## src/rtl/seq_taillight_controller.sv

```systemverilog
// seq_taillight_controller
//
// Sequential tail-light controller for one rear lamp cluster pair. It drives
// LAMPS bulbs per side from the brake, turn and hazard inputs. The active turn
// side (or both sides in hazard) steps through a fill pattern, advancing one
// phase every STEP_CYCLES clocks. With brake applied, the sequencing side
// shows the inverted pattern and any non-sequencing side is held fully on.
//
// Ports
//   clk          in   system clock
//   rst_n        in   asynchronous active-low reset
//   brake        in   brake pedal
//   turn_left    in   left indicator
//   turn_right   in   right indicator
//   hazard       in   hazard switch
//   left_lamps   out  [LAMPS-1:0] left bulb enables (bit 0 innermost)
//   right_lamps  out  [LAMPS-1:0] right bulb enables (bit 0 innermost)
//   seq_wrap     out  one-cycle pulse after the phase wraps from LAMPS to 0
//
// The lamp outputs are decoded from registered state only (sampled inputs
// and phase), so they change exactly one cycle after an input change and
// drop to zero as soon as reset is asserted.

module seq_taillight_controller #(
  parameter int LAMPS       = 3,
  parameter int STEP_CYCLES = 5
) (
  input  logic             clk,
  input  logic             rst_n,
  input  logic             brake,
  input  logic             turn_left,
  input  logic             turn_right,
  input  logic             hazard,
  output logic [LAMPS-1:0] left_lamps,
  output logic [LAMPS-1:0] right_lamps,
  output logic             seq_wrap
);

  localparam int CNT_W = (STEP_CYCLES > 1) ? $clog2(STEP_CYCLES) : 1;
  localparam int PH_W  = $clog2(LAMPS + 1);

  localparam logic [CNT_W-1:0] CNT_LAST = CNT_W'(STEP_CYCLES - 1);
  localparam logic [PH_W-1:0]  PH_LAST  = PH_W'(LAMPS);

  typedef enum logic [1:0] {
    MODE_STATIC = 2'd0,
    MODE_LEFT   = 2'd1,
    MODE_RIGHT  = 2'd2,
    MODE_HAZ    = 2'd3
  } mode_e;

  // Sampled inputs, packed as {hazard, brake, turn_right, turn_left}.
  logic [3:0]       in_d;
  logic [3:0]       in_q;
  logic [CNT_W-1:0] cnt_q;
  logic [PH_W-1:0]  phase_q;
  logic             seq_wrap_q;

  mode_e            mode;
  logic             brake_q;
  logic [LAMPS-1:0] turn_pat;
  logic [LAMPS-1:0] seq_pat;
  logic [LAMPS-1:0] solid_pat;

  assign in_d    = {hazard, brake, turn_right, turn_left};
  assign brake_q = in_q[2];

  // Mode decode: both turn signals together behave as hazard.
  always_comb begin
    mode = MODE_STATIC;
    if (in_q[3] || (in_q[0] && in_q[1])) begin
      mode = MODE_HAZ;
    end else if (in_q[0]) begin
      mode = MODE_LEFT;
    end else if (in_q[1]) begin
      mode = MODE_RIGHT;
    end
  end

  // Fill pattern: phase k lights bulbs 0..k; the final phase (LAMPS) is dark.
  always_comb begin
    turn_pat = '0;
    for (int i = 0; i < LAMPS; i++) begin
      turn_pat[i] = (phase_q != PH_LAST) && (phase_q >= PH_W'(i));
    end
  end

  assign seq_pat   = brake_q ? ~turn_pat : turn_pat;
  assign solid_pat = {LAMPS{brake_q}};

  always_comb begin
    left_lamps  = solid_pat;
    right_lamps = solid_pat;
    case (mode)
      MODE_LEFT:  left_lamps  = seq_pat;
      MODE_RIGHT: right_lamps = seq_pat;
      MODE_HAZ: begin
        left_lamps  = seq_pat;
        right_lamps = seq_pat;
      end
      default: ;
    endcase
  end

  assign seq_wrap = seq_wrap_q;

  // Any change of the raw inputs restarts the sequence at phase 0, even if
  // the decoded mode is unchanged; that restart outranks a pending wrap.
  always_ff @(posedge clk or negedge rst_n) begin
    if (!rst_n) begin
      in_q       <= '0;
      cnt_q      <= '0;
      phase_q    <= '0;
      seq_wrap_q <= 1'b0;
    end else if (in_d != in_q) begin
      in_q       <= in_d;
      cnt_q      <= '0;
      phase_q    <= '0;
      seq_wrap_q <= 1'b0;
    end else if (mode == MODE_STATIC) begin
      cnt_q      <= '0;
      phase_q    <= '0;
      seq_wrap_q <= 1'b0;
    end else if (cnt_q == CNT_LAST) begin
      cnt_q <= '0;
      if (phase_q == PH_LAST) begin
        phase_q    <= '0;
        seq_wrap_q <= 1'b1;
      end else begin
        phase_q    <= phase_q + 1'b1;
        seq_wrap_q <= 1'b0;
      end
    end else begin
      cnt_q      <= cnt_q + 1'b1;
      seq_wrap_q <= 1'b0;
    end
  end

endmodule

```

## config.mk

```make
export PLATFORM = sky130hd
export DESIGN_NAME = seq_taillight_controller
export DESIGN_NICKNAME = d
export VERILOG_FILES = /design/src/rtl/seq_taillight_controller.sv
export SDC_FILE = /design/constraint.sdc
export NUM_CORES = 1
export LEC_CHECK = 0
export ABC_CLOCK_PERIOD_IN_PS = 2300
export BUFFER_PORTS_ARGS = -buffer_cell sky130_fd_sc_hd__buf_2
export CORE_MARGIN = 1
export CORE_UTILIZATION = 40
export CTS_CLUSTER_SIZE = 25
export DETAILED_ROUTE_END_ITERATION = 6
export GPL_TIMING_DRIVEN = 0
export PLACE_DENSITY = 0.7
export SLEW_MARGIN = 20
export SYNTH_ARGS = -nofsm -noshare
export SYNTH_HDL_FRONTEND = slang
export SYNTH_SLANG_ARGS = --single-unit
```

## constraint.sdc

```tcl
create_clock -name clk -period 2.3 [get_ports clk]
set_input_delay 0.46 -clock clk [delete_from_list [all_inputs] [get_ports clk]]
set_output_delay 0.46 -clock clk [all_outputs]
set_load 0.01 [all_outputs]
```

**Word-level counts from Yosys, hierarchy flattened**

Index checks and enable logic that the tools add are counted.

- Flip-flop bits (word level): 10
- Bits in latches: 0
- Bits in writable memories: 0
- Bits in read-only memories: 0
- Bits of input ports: 6
- Output and inout port bits: 7
- Logic and storage cells: 43
- Memories: 0

- Add/sub/neg operators: 2
- Multiply operators: 0
- Divide/modulo/power cells: 0
- Order comparisons: 3
- Eq/ne operators: 7
- Shift operators: 0
- Multiplexer cells: 17
- Bitwise logic cells: 1
- Reductions and logical operators: 9

Operators by type and width:

| kind | number |
|---|---|
| $mux 3 | 6 |
| $mux 2 | 7 |
| $eq 2x2->1 const B | 3 |
| $ge 2x1->1 const B | 2 |
| $logic_and 1x1->1 | 4 |
| $mux 1 | 4 |
| $ne 4x4->1 | 1 |
| $reduce_or 2->1 | 2 |
| $add 3x1->3 const B | 1 |
| $eq 3x3->1 const B | 1 |
| $not 3->3 | 1 |
| $reduce_bool 3->1 | 1 |
| $add 2x1->2 const B | 1 |
| $eq 2x1->1 const B | 1 |
| $ge 2x2->1 const B | 1 |
| $logic_not 2->1 | 1 |
| $ne 2x2->1 const B | 1 |
| $logic_or 1x1->1 | 1 |

**Longest topological paths before layout**

- Depth after elaboration: 6
- Depth in mapped cells: 5
- Gate-level depth less buffers: 5

**Worst setup path after synthesis**

OpenSTA, ideal clock, no wires.

- Path type: reg-to-output
- Start: register phase_q[0]
- End: output left_lamps[1]
- Arrival: 1.072 ns
- Required time: 1.840 ns
- Slack: 0.768 ns
- Stages on the path, launching flop included: 5
- Buffers on the path: 0
- Path through: dfrtp_1 > inv_1 > ha_1 > nor2_1 > xor2_1

- Cells in the longest elaborated chain, start to end: 5
- Elaborated cells on any way between the ends: 6
- Those cells by class: order compare (1); eq/ne (1); mux (2); bitwise (1); reduce/logical (1)

Ends and longest elaborated chain:

| element | line | source |
|---|---|---|
| start, declared | 56 | `logic [PH_W-1:0] phase_q;` |
| start signal, assigned | 130 | `phase_q <= phase_q + 1'b1;` |
| $ge 2x1->1 or $ne 2x2->1 (tied branches) | 84 | `turn_pat[i] = (phase_q != PH_LAST) && (phase_q >= PH_W'(i));` |
| $logic_and 1x1->1 * | 84 |  |
| $not 3->3 | 88 | `assign seq_pat = brake_q ? ~turn_pat : turn_pat;` |
| $mux 3 * | 88 |  |
| $mux 3 * | 94 | `case (mode)` |
| end, declared | 34 | `output logic [LAMPS-1:0] left_lamps,` |

Every way passes the cells marked *; elsewhere a longest branch is shown, timed or not.

**Worst setup path in the final report**

Ends and elaborated chain as after synthesis.

==> summary.txt <==
RSZ-0062 raised after global routing -> no
Predominant post-synthesis flop cell -> dfrtp_1
Clk_lat worst skew -> 270 ps
PwrDens -> 564.6 mW/mm^2
Nature of the critical path endpoint -> output port
Post-cts sizing count -> 0
Syn Nets -> 70
Max clock buf depth -> 2
Placed cell area -> 658.1 um^2
Skew final -> 5.473 ps
Yosys warns -> 0
Status -> finished, final reports clean
Final Cycle Share -> 0.8369
Worst-path clk slew -> 70 ps
FF-to-FF Start -> in_q[1]
Max Fclk -> 0.5195 GHz
Fraction of the yosys area taken by sequential cells -> 0.4320
Final ANT Viol Nets -> 0
Critical Path AT -> 1460 ps
Global Route Usage Sum -> 0.1564
First-pass GRT wire length -> 1552 um
First-pass DRT Iterations -> 4
Worst vdd ir -> 447.1 uV
Vias -> 448
Slew @ Worst Pin -> 258.2 ps
Layout cells sized above 1 -> 0.2500
Vias in the first global route -> 371
Total CTS buffers -> 3
CP required -> 1840 ps
Setup CP Type -> reg -> out
EDFF count, synth -> 0
Power Total -> 0.3921 mW
Die H -> 40.06 um
Netlist cell types -> 19
IO Count -> 13
Drt wl/cell -> 11.34 um
Area grow syn2layout -> 19.87%
Crit path max fanout -> 4
CP startpoint kind -> register
FF+latch area -> 250.2 um^2
Post-CTS Setup Inserts -> 0
Fin. max-slew vios -> 0
Final setup violation count -> 0
Nets -> 87
Hold crit path type -> in -> async
Static Leakage -> 0.3186 nW
Maxcap violations -> 0
DP Wirelength -> 763.8 um
Synthesized area -> 579.3 um^2
Reg-to-reg endpoint -> seq_wrap
DRT iter0 DRCs -> 8
# fillers -> 123
Die Wd -> 40.06 um
Largest net degree at the start of global routing -> 11
Port buffer count -> 12
Vias/cell -> 4.923
Drt drc -> 0
Die area -> 0.001604 mm^2
Final Cell Area -> 694.4 um^2
Area of the multi-input gates -> 297.8 um^2
Final hold violations -> 0
Core area -> 0.001318 mm^2
CTS Sinks -> 10
Asr flop ratio synth -> 1.000
Reg2Reg Depth -> 3
# diodes -> 0
Cells after Synth -> 60
Clock period minus worst slack -> 1925 ps
FF-to-FF setup slack -> 770 ps
Gr ovfl total -> 0
Final TNS setup -> 0 ps
Flops & latches, synth -> 10
Clock root cell -> clkbuf_4
Initial antenna violation count -> 0
Htree depth -> 1
Hold buffers post-CTS -> 0
Final WL -> 1032 um
CTS tree -> done
Mean post-synth cell area -> 9.655 um^2
Initial Utilization -> 0.4397
GP Congestion -> 0.7464
Row cnt -> 13
Max transition margin -> 0.8267
==> per-layer routing <==
layer | global-route usage | up-vias | routed length (um)
met5 | 0 | - | 0
met4 | 0.07759 | 0 | 16
met1 | 0.1834 | 201 | 448
li1 | - | 235 | -
met3 | 0.08333 | 2 | 52
met2 | 0.2298 | 10 | 515
==> worst max path at each step <==
stage / cells past startpoint / startpoint / to
floorplan: 4 / phase_q[0] / left_lamps[1]
global placement: 4 / turn_right / phase_q[1]
detailed placement: 4 / turn_right / cnt_q[2]
CTS: 5 / phase_q[0] / left_lamps[1]
global route: 5 / phase_q[0] / right_lamps[1]
finish: 5 / phase_q[0] / left_lamps[1]
==> layout make-up <==
| class | instances | area share |
|---|---|---|
| multi-input combinational | 42 | 0.4288 |
| sequential | 10 | 0.3604 |
| timing repair buffer | 12 | 0.08649 |
| clock buffer | 4 | 0.05225 |
| buffer | 5 | 0.02883 |
| tap | 15 | 0.02703 |
| inverter | 3 | 0.01622 |
==> placed cells by master, fill, tap and decap left out, drive strengths merged <==
master  Yosys  final
mux2i       2      2
nor2        8      8
clkbuf      4      8
buf         1     13
a221oi      1      1
nand3       2      2
dfrtp      10     10
a211o       1      1
inv         3      3
nand4       2      2
or2         1      1
xor2        4      4
a211oi      3      3
ha          4      4
nand2       4      4
or3b        1      1
xnor2       5      5
a21oi       2      2
o21ai       2      2
==> sequential cells by signal, summed over array words and instances (netlist names) <==
name      flops
cnt_q         3
in_q          4
seq_wrap      1
phase_q       2
==> report_power, final <==
part | switching, mW | internal [mW]
clock network | 0.0612 | 0.0962
registers | 0.00383 | 0.180
logic | 0.0297 | 0.0210
total | 0.0947 | 0.297
==> through the flow <==
step | instances | utilization | hold WS, ps | setup WS, ps
2_1_floorplan | 60 | - | 164.4 | 767.6
3_3_place_gp | 87 | 0.4995 | 330.5 | 665.4
3_5_place_dp | 87 | 0.4995 | 326.4 | 636.2
4_1_cts | 91 | 0.5271 | 35.34 | 360.9
5_1_grt | 91 | 0.5271 | 37.69 | 289.3
6_report | 91 | 0.5271 | 33.09 | 375.2
==> synth_stat cells, types with 2 or more instances <==
cell type | n | area (um^2)
a211oi_1 | 3 | 22.52
ha_1 | 4 | 50.05
nand4_1 | 2 | 12.51
nor2_1 | 8 | 30.03
xnor2_1 | 5 | 43.79
o21ai_0 | 2 | 10.01
clkbuf_1 | 4 | 15.01
dfrtp_1 | 10 | 250.2
inv_1 | 3 | 11.26
nand3_1 | 2 | 10.01
a21oi_1 | 2 | 10.01
nand2_1 | 4 | 15.01
xor2_1 | 4 | 35.03
mux2i_1 | 2 | 20.02
==> worst max-delay path: stages, from the launching register on <==
cell	delay (ps)
dfrtp_1	400
inv_1	60
ha_1	320
nor2_1	130
xor2_1	150
buf_2	140
==> cell families (layout without fill, tap and decap cells) <==
| kind of cell | after synthesis | after routing | synth area share |
|---|---|---|---|
| compound gates | 9 | 9 | 0.1145 |
| xor+xnor | 9 | 9 | 0.1361 |
| fa+ha+maj | 4 | 4 | 0.08640 |
| buf+inv | 8 | 24 | 0.05398 |
| flops | 10 | 10 | 0.4320 |
| mux | 2 | 2 | 0.03456 |
| simple gates | 18 | 18 | 0.1425 |
(Power assumes the default switching activity.)
